--- config.mk ---
export PLATFORM = sky130hd
export DESIGN_NAME = mac_dot_ctrl
export DESIGN_NICKNAME = d
export VERILOG_FILES = /design/src/rtl/mac_dot_ctrl.sv
export SDC_FILE = /design/constraint.sdc
export NUM_CORES = 1
export LEC_CHECK = 0
export CAP_MARGIN = 40
export CELL_PAD_IN_SITES_DETAIL_PLACEMENT = 1
export CELL_PAD_IN_SITES_GLOBAL_PLACEMENT = 1
export CORE_MARGIN = 2
export CORE_UTILIZATION = 32
export CTS_CLUSTER_SIZE = 28
export DETAILED_ROUTE_END_ITERATION = 10
export GPL_TIMING_DRIVEN = 0
export PLACE_DENSITY_LB_ADDON = 0.1
export SYNTH_ARGS = -nofsm -noshare
export SYNTH_HDL_FRONTEND = slang
export SYNTH_SLANG_ARGS = --single-unit
--- constraint.sdc ---
create_clock -name clk -period 4.4 [get_ports clk]
set_clock_uncertainty 0.15 [all_clocks]
set_input_delay 1.1 -clock clk [delete_from_list [all_inputs] [get_ports clk]]
set_output_delay 1.1 -clock clk [all_outputs]
set_load 0.005 [all_outputs]
--- src/rtl/mac_dot_ctrl.sv ---
// rtl/mac_dot_ctrl.sv - dot-product sequencer feeding an external MAC datapath
//
// Purpose:
//   Accepts a job of len operand pairs, streams each accepted pair into the
//   registered MAC operand outputs, waits for the MAC pipeline to settle and
//   holds the accumulated result until it is acknowledged.
//
// Configuration:
//   MAC_DOT_CTRL_ABORT_EN - adds the abort input; abort in CLEAR/FEED/DRAIN
//                           drops the job and pulses mac_clr for one cycle.
//
// Ports:
//   clk, reset          - rising-edge clock, synchronous active-high reset
//   start, len, busy    - job request, operand-pair count, job in progress
//   in_valid, in_ready,
//   in_a, in_b          - operand stream handshake and data
//   mac_a, mac_b        - registered operands to the MAC datapath
//   mac_clr             - MAC accumulator clear
//   mac_out             - MAC accumulator value (MAC_LAT cycles behind mac_a/b)
//   res_valid, res,
//   res_ack             - result handshake
//   abort               - job abort (only with MAC_DOT_CTRL_ABORT_EN)

module mac_dot_ctrl #(
  parameter int MAC_LAT = 1
) (
  input  logic        clk,
  input  logic        reset,
  input  logic        start,
  input  logic [7:0]  len,
  output logic        busy,
  input  logic        in_valid,
  output logic        in_ready,
  input  logic [15:0] in_a,
  input  logic [15:0] in_b,
  output logic [15:0] mac_a,
  output logic [15:0] mac_b,
  output logic        mac_clr,
  input  logic [37:0] mac_out,
  output logic        res_valid,
  output logic [37:0] res,
  input  logic        res_ack
`ifdef MAC_DOT_CTRL_ABORT_EN
  ,
  input  logic        abort
`endif
);

  localparam logic [2:0] S_IDLE  = 3'd0;
  localparam logic [2:0] S_CLEAR = 3'd1;
  localparam logic [2:0] S_FEED  = 3'd2;
  localparam logic [2:0] S_DRAIN = 3'd3;
  localparam logic [2:0] S_HOLD  = 3'd4;

  // DRAIN lasts MAC_LAT+1 cycles: one for the last operand register to be
  // consumed, MAC_LAT for the accumulator to reflect it.
  localparam int            DW    = $clog2(MAC_LAT + 2);
  localparam logic [DW-1:0] DLAST = DW'(MAC_LAT);

  logic [2:0]    state;
  logic [7:0]    len_q;
  logic [7:0]    cnt;
  logic [DW-1:0] dcnt;
  logic          clr_pulse;
  logic          abort_hit;
  logic          accept;

`ifdef MAC_DOT_CTRL_ABORT_EN
  assign abort_hit = abort &&
                     ((state == S_CLEAR) || (state == S_FEED) || (state == S_DRAIN));
`else
  assign abort_hit = 1'b0;
`endif

  assign busy      = (state != S_IDLE);
  assign in_ready  = (state == S_FEED);
  assign res_valid = (state == S_HOLD);
  assign accept    = in_valid && in_ready;

  // The accumulator is cleared while reset is held, for the CLEAR cycle of
  // every job, and for the single cycle following an abort.
  assign mac_clr   = reset || (state == S_CLEAR) || clr_pulse;

  always_ff @(posedge clk) begin
    if (reset) begin
      state     <= S_IDLE;
      len_q     <= '0;
      cnt       <= '0;
      dcnt      <= '0;
      mac_a     <= '0;
      mac_b     <= '0;
      res       <= '0;
      clr_pulse <= 1'b0;
    end else if (abort_hit) begin
      state     <= S_IDLE;
      cnt       <= '0;
      dcnt      <= '0;
      mac_a     <= '0;
      mac_b     <= '0;
      clr_pulse <= 1'b1;
    end else begin
      clr_pulse <= 1'b0;
      case (state)
        S_IDLE: begin
          mac_a <= '0;
          mac_b <= '0;
          if (start) begin
            if (len != 8'd0) begin
              len_q <= len;
              cnt   <= '0;
              state <= S_CLEAR;
            end else begin
              // Empty job: the result is known without touching the MAC.
              res   <= '0;
              state <= S_HOLD;
            end
          end
        end

        S_CLEAR: begin
          mac_a <= '0;
          mac_b <= '0;
          state <= S_FEED;
        end

        S_FEED: begin
          if (accept) begin
            mac_a <= in_a;
            mac_b <= in_b;
            cnt   <= cnt + 8'd1;
            if ((cnt + 8'd1) == len_q) begin
              dcnt  <= '0;
              state <= S_DRAIN;
            end
          end else begin
            // A bubble presents a zero product so the sum is unaffected.
            mac_a <= '0;
            mac_b <= '0;
          end
        end

        S_DRAIN: begin
          mac_a <= '0;
          mac_b <= '0;
          if (dcnt == DLAST) begin
            res   <= mac_out;
            state <= S_HOLD;
          end else begin
            dcnt <= dcnt + 1'b1;
          end
        end

        S_HOLD: begin
          // A start arriving with the acknowledge only releases the result.
          if (res_ack) begin
            state <= S_IDLE;
          end
        end

        default: begin
          state <= S_IDLE;
          mac_a <= '0;
          mac_b <= '0;
        end
      endcase
    end
  end

endmodule

# [After elaboration in Yosys (flattened, before gate mapping)]
# Index checks and enable logic that the tools add are counted.
[op_classes] addsub=2 eq_ne=14 muxes=23 reduce_logical=13
[ops] op="2-to-1 mux 38 bit" count=3
[ops] op="case mux 38 bit (2 select lines)" count=1
[ops] op="case mux 16 bit (2 select lines)" count=2
[ops] op="2-to-1 mux 16 bit" count=2
[ops] op="2-to-1 mux 8 bit" count=3
[ops] op="2-to-1 mux 3 bit" count=6
[ops] op="case mux 8 bit (2 select lines)" count=1
[ops] op="case mux 3 bit (5 select lines)" count=1
[ops] op="AND reduction 4 bit" count=3
[ops] op="inequality test 2 bit, second input constant" count=5
[ops] op="adder 8 x 1 -> 8 bit, second input constant" count=1
[ops] op="== test 8 bit" count=1
[ops] op="nonzero test 8 bit" count=1
[ops] op="== test 3 x 2 -> 1 bit, second input constant" count=2
[ops] op="2-to-1 mux 2 bit" count=3
[ops] op="inequality test 2 x 1 -> 1 bit, second input constant" count=3
[ops] op="nonzero test 2 bit" count=3
[ops] op="AND reduction 5 bit" count=1
[ops] op="case mux 2 bit (2 select lines)" count=1
[ops] op="== test 3 x 1 -> 1 bit, second input constant" count=1
[ops] op="== test 3 bit, second input constant" count=1
[ops] op="zero test 3 bit" count=1
[ops] op="AND reduction 3 bit" count=1
[ops] op="nonzero test 3 bit" count=1
[ops] op="4 further kinds" count=4
[word_totals] register_bits=91 out_inout_bits=74

# [Longest topological paths before layout]
[depth] word_depth=5 ltp_mapped=8 mapped_depth_nobuf=7

# [Worst setup path before layout]
# Ideal clock, no wire load.
[synth_path] kind="input-to-output" start="input reset" end="output mac_clr" arrival_time_ns=1.500 required_ns=3.150 path_slack_ns=1.650 cell_stages=2 path_cell_list="clkbuf_1 -> a31o_2"
[synth_between] elab_chain_cells=1
[synth_rtl] item="from (decl)" line_no="28" rtl="input logic reset,"
[synth_rtl] item="logical OR 1 bit" line_no="82" rtl="assign mac_clr = reset || (state == S_CLEAR) || clr_pulse;"
[synth_rtl] item="to (decl)" line_no="38" rtl="output logic mac_clr,"
# Every way passes these cells.

# [Worst setup path in the final report]
# Same ends and word-level chain as after synthesis.

==> metrics.cfg <==
[sta]
hold_violations = 0
fin_crit_ps = 3970
max_clock_freq_ghz = 0.252
setup_ws_ps = 430
relSlewSlack_pct = 47.7
maxSlewViolCount = 0
setup_viol = 0
tightestPinTransition_ps = 779
post-route-period-util_pct = 90.2
rsz0062_at_grt = no
setup_tns_ps = 0

[synthesis]
synth_top_area_cell = dfxtp_1
synthTopCellsByArea = dfxtp_1 (50%), a22oi_1 (6.7%), a21oi_1 (6.5%)
synthMostInstantiatedCell = dfxtp_1
synth_seq_cells = 91
ys_top_cells_by_count = dfxtp_1 (91), nor2_1 (51), a21oi_1 (47), nand3_1 (43), nand2_1 (41)
syn_inst = 416
syn_nets = 501
yosysUniqueCellTypes = 44
synth_top_area_share_pct = 50.5
yosysSeqAreaShare_pct = 50.5
synth-edff-count = 0
syn-cell-area_um2 = 3610
synthArstFlopShare_pct = 0
synth_warnings = 0
avgSynthCellArea_um2 = 8.67
synth_flop_cell = dfxtp_1

[setup_path]
crit_fanout = 10
cp_data_required_time_ps = 3150
critPathCaptureType = primary output
worst_setup_path_start_kind = input pin
path_class = input pin to primary output
cp_data_arrival_time_ps = 2720

[clock_tree]
cts-buffers-inserted = 9
clk_pin_slew_ps = 60
tritoncts = yes
h-tree-depth = 3
cts_resized = 0
holdBufCountCts = 0
postCtsSetupRepairBufs = 0
cts-root-buf = clkbuf_16
clk_latency_ps = 340
cts.path.max_buffers = 2
clock_sinks = 91

[layout]
fill_cells = 1296
drive_gt1_share_pct = 6.13
design_area_um2 = 5660
regArea_um2 = 1820
syn2layout_area_growth_pct = 56.8
final_nets = 668
multi_input_area_um2 = 1600
diodes = 0

[flow_run]
timing.max_cap.violations = 0

[pwr]
p_int_mw = 1.50
p_comb_share_pct = 14.2
peakVddDrop_mv = 0.202
pwr-share-seq_pct = 44.5
sw_frac_of_total_pct = 23.2
p_leak_nw = 1.96
total_power_mw = 1.95
clockPowerShare_pct = 41.4
p_sw_mw = 0.452
pwr_density_cell_nw_per_um2 = 345

[die]
die_height_um = 110
ios = 157
die_area_um2 = 12100
start_util_pct = 33.0
die_w_um = 110
num_rows = 38
core_area_um2 = 10900

[global_routing]
antenna_found_initial = 0
grt_pass1_vias = 3737
grt-ovfl-total = 0
grt_max_degree = 14
grtUsageTotal_pct = 19.2
grt_first_pass_wirelength_um = 18100

[drt]
finalWirelength_um = 11400
drt_iter0_drc = 137
firstDrtPassIters = 4
vias = 3625
vias_per_cell = 4.99
drc_errors = 0
final_antenna_net_count = 0
post_drt_wl_per_cell_um = 15.7

[place]
placed_area_um2 = 5350
port_buffers = 156
dp_hpwl_um = 8620
dpl_worst_slack_ps = 390
gp_congestion = 0.806

[run_status]
status = completed

[worst_hold_path]
hold_path_class = flip-flop to flip-flop

-- cells in the final DEF, fill, tap and decap left out, types with 3 or more instances in the layout --
master,count
nand3b_1,6
clkbuf_1,17
xor2_1,3
o21ai_0,7
clkbuf_16,9
buf_2,10
clkbuf_8,4
mux2i_1,8
clkdlybuf4s50_1,156
a22oi_1,32
nor4_1,3
a31oi_1,3
or3_1,3
nand3_1,43
xnor2_1,7
nor3_1,3
and2_1,4
and3_1,3
nor2_1,51
inv_1,4
a21oi_1,47
buf_4,4
dfxtp_1,91
nand2_1,41
-- area by class of cell --
type                            instances  share of cell area, %
Clock buffer                           14                   5.02
Multi-Input combinational cell        287                   28.3
Clock inverter                          1                  0.531
Buffer                                 32                   2.87
Timing Repair Buffer                  156                   27.6
Inverter                                6                  0.420
Sequential cell                        91                   32.2
Tap cell                              140                   3.10
-- critical path, stage by stage --
cell and delay, ps:
clkdlybuf4s50_1 490, clkbuf_1 420, a31o_2 180, clkdlybuf4s50_1 520
-- state kept, by name, indices dropped and copies added, names as in the netlist --
register,cells
res,38
state,3
cnt,8
len_q,8
dcnt,2
mac_b,16
mac_a,16
-- power groups by stage --
stage               sequential [mW]  clock [mW]  combinational (mW)
floorplan                     0.883           0               0.135
finish                        0.868       0.807               0.276
CTS                           0.868       0.827               0.280
global placement              0.885           0               0.272
global route                  0.872       0.865               0.305
detailed placement            0.887           0               0.278
-- through the flow --
| step | hold WS, ps | instances | utilization [%] |
|---|---|---|---|
| 3_3_place_gp | 288 | 712 | 48.9 |
| 3_5_place_dp | 297 | 712 | 48.9 |
| 4_1_cts | 306 | 727 | 51.8 |
| 6_report | 305 | 727 | 51.8 |
| 5_1_grt | 328 | 727 | 51.8 |
| 2_1_floorplan | 298 | 416 | - |
-- logic make-up after synthesis --
| group | after synthesis | share of synthesized area [%] |
|---|---|---|
| AOI/OAI and AO/OA | 100 | 17.1 |
| and+or+nand+nor | 167 | 21.9 |
| buffers and inverters | 38 | 5.17 |
| DFF | 91 | 50.5 |
| muxes | 8 | 2.22 |
| xor gates and xnor gates | 10 | 2.43 |
| adders and majority gates | 2 | 0.693 |
-- worst paths after layout --
| check | slack [ps] | end | depth (start not counted) | start |
|---|---|---|---|---|
| worst min-delay path | 300 | res[20] | 2 | res[20] |
| worst max-delay path | 430 | mac_clr | 4 | reset |
| worst min register to register | 300 | res[20] | 2 | res[20] |
| worst max register to register | 2200 | dcnt[0] | 6 | cnt[0] |
-- layer usage --
metal / up-vias / track usage (%) / wire, um
li1: 1799 / - / -
met1: 1705 / 23.9 / 5180
met2: 110 / 31.2 / 5210
met3: 11 / 5.94 / 881
met4: 0 / 6.96 / 159
met5: - / 0 / 0
Power figures use the tool's default switching activity.
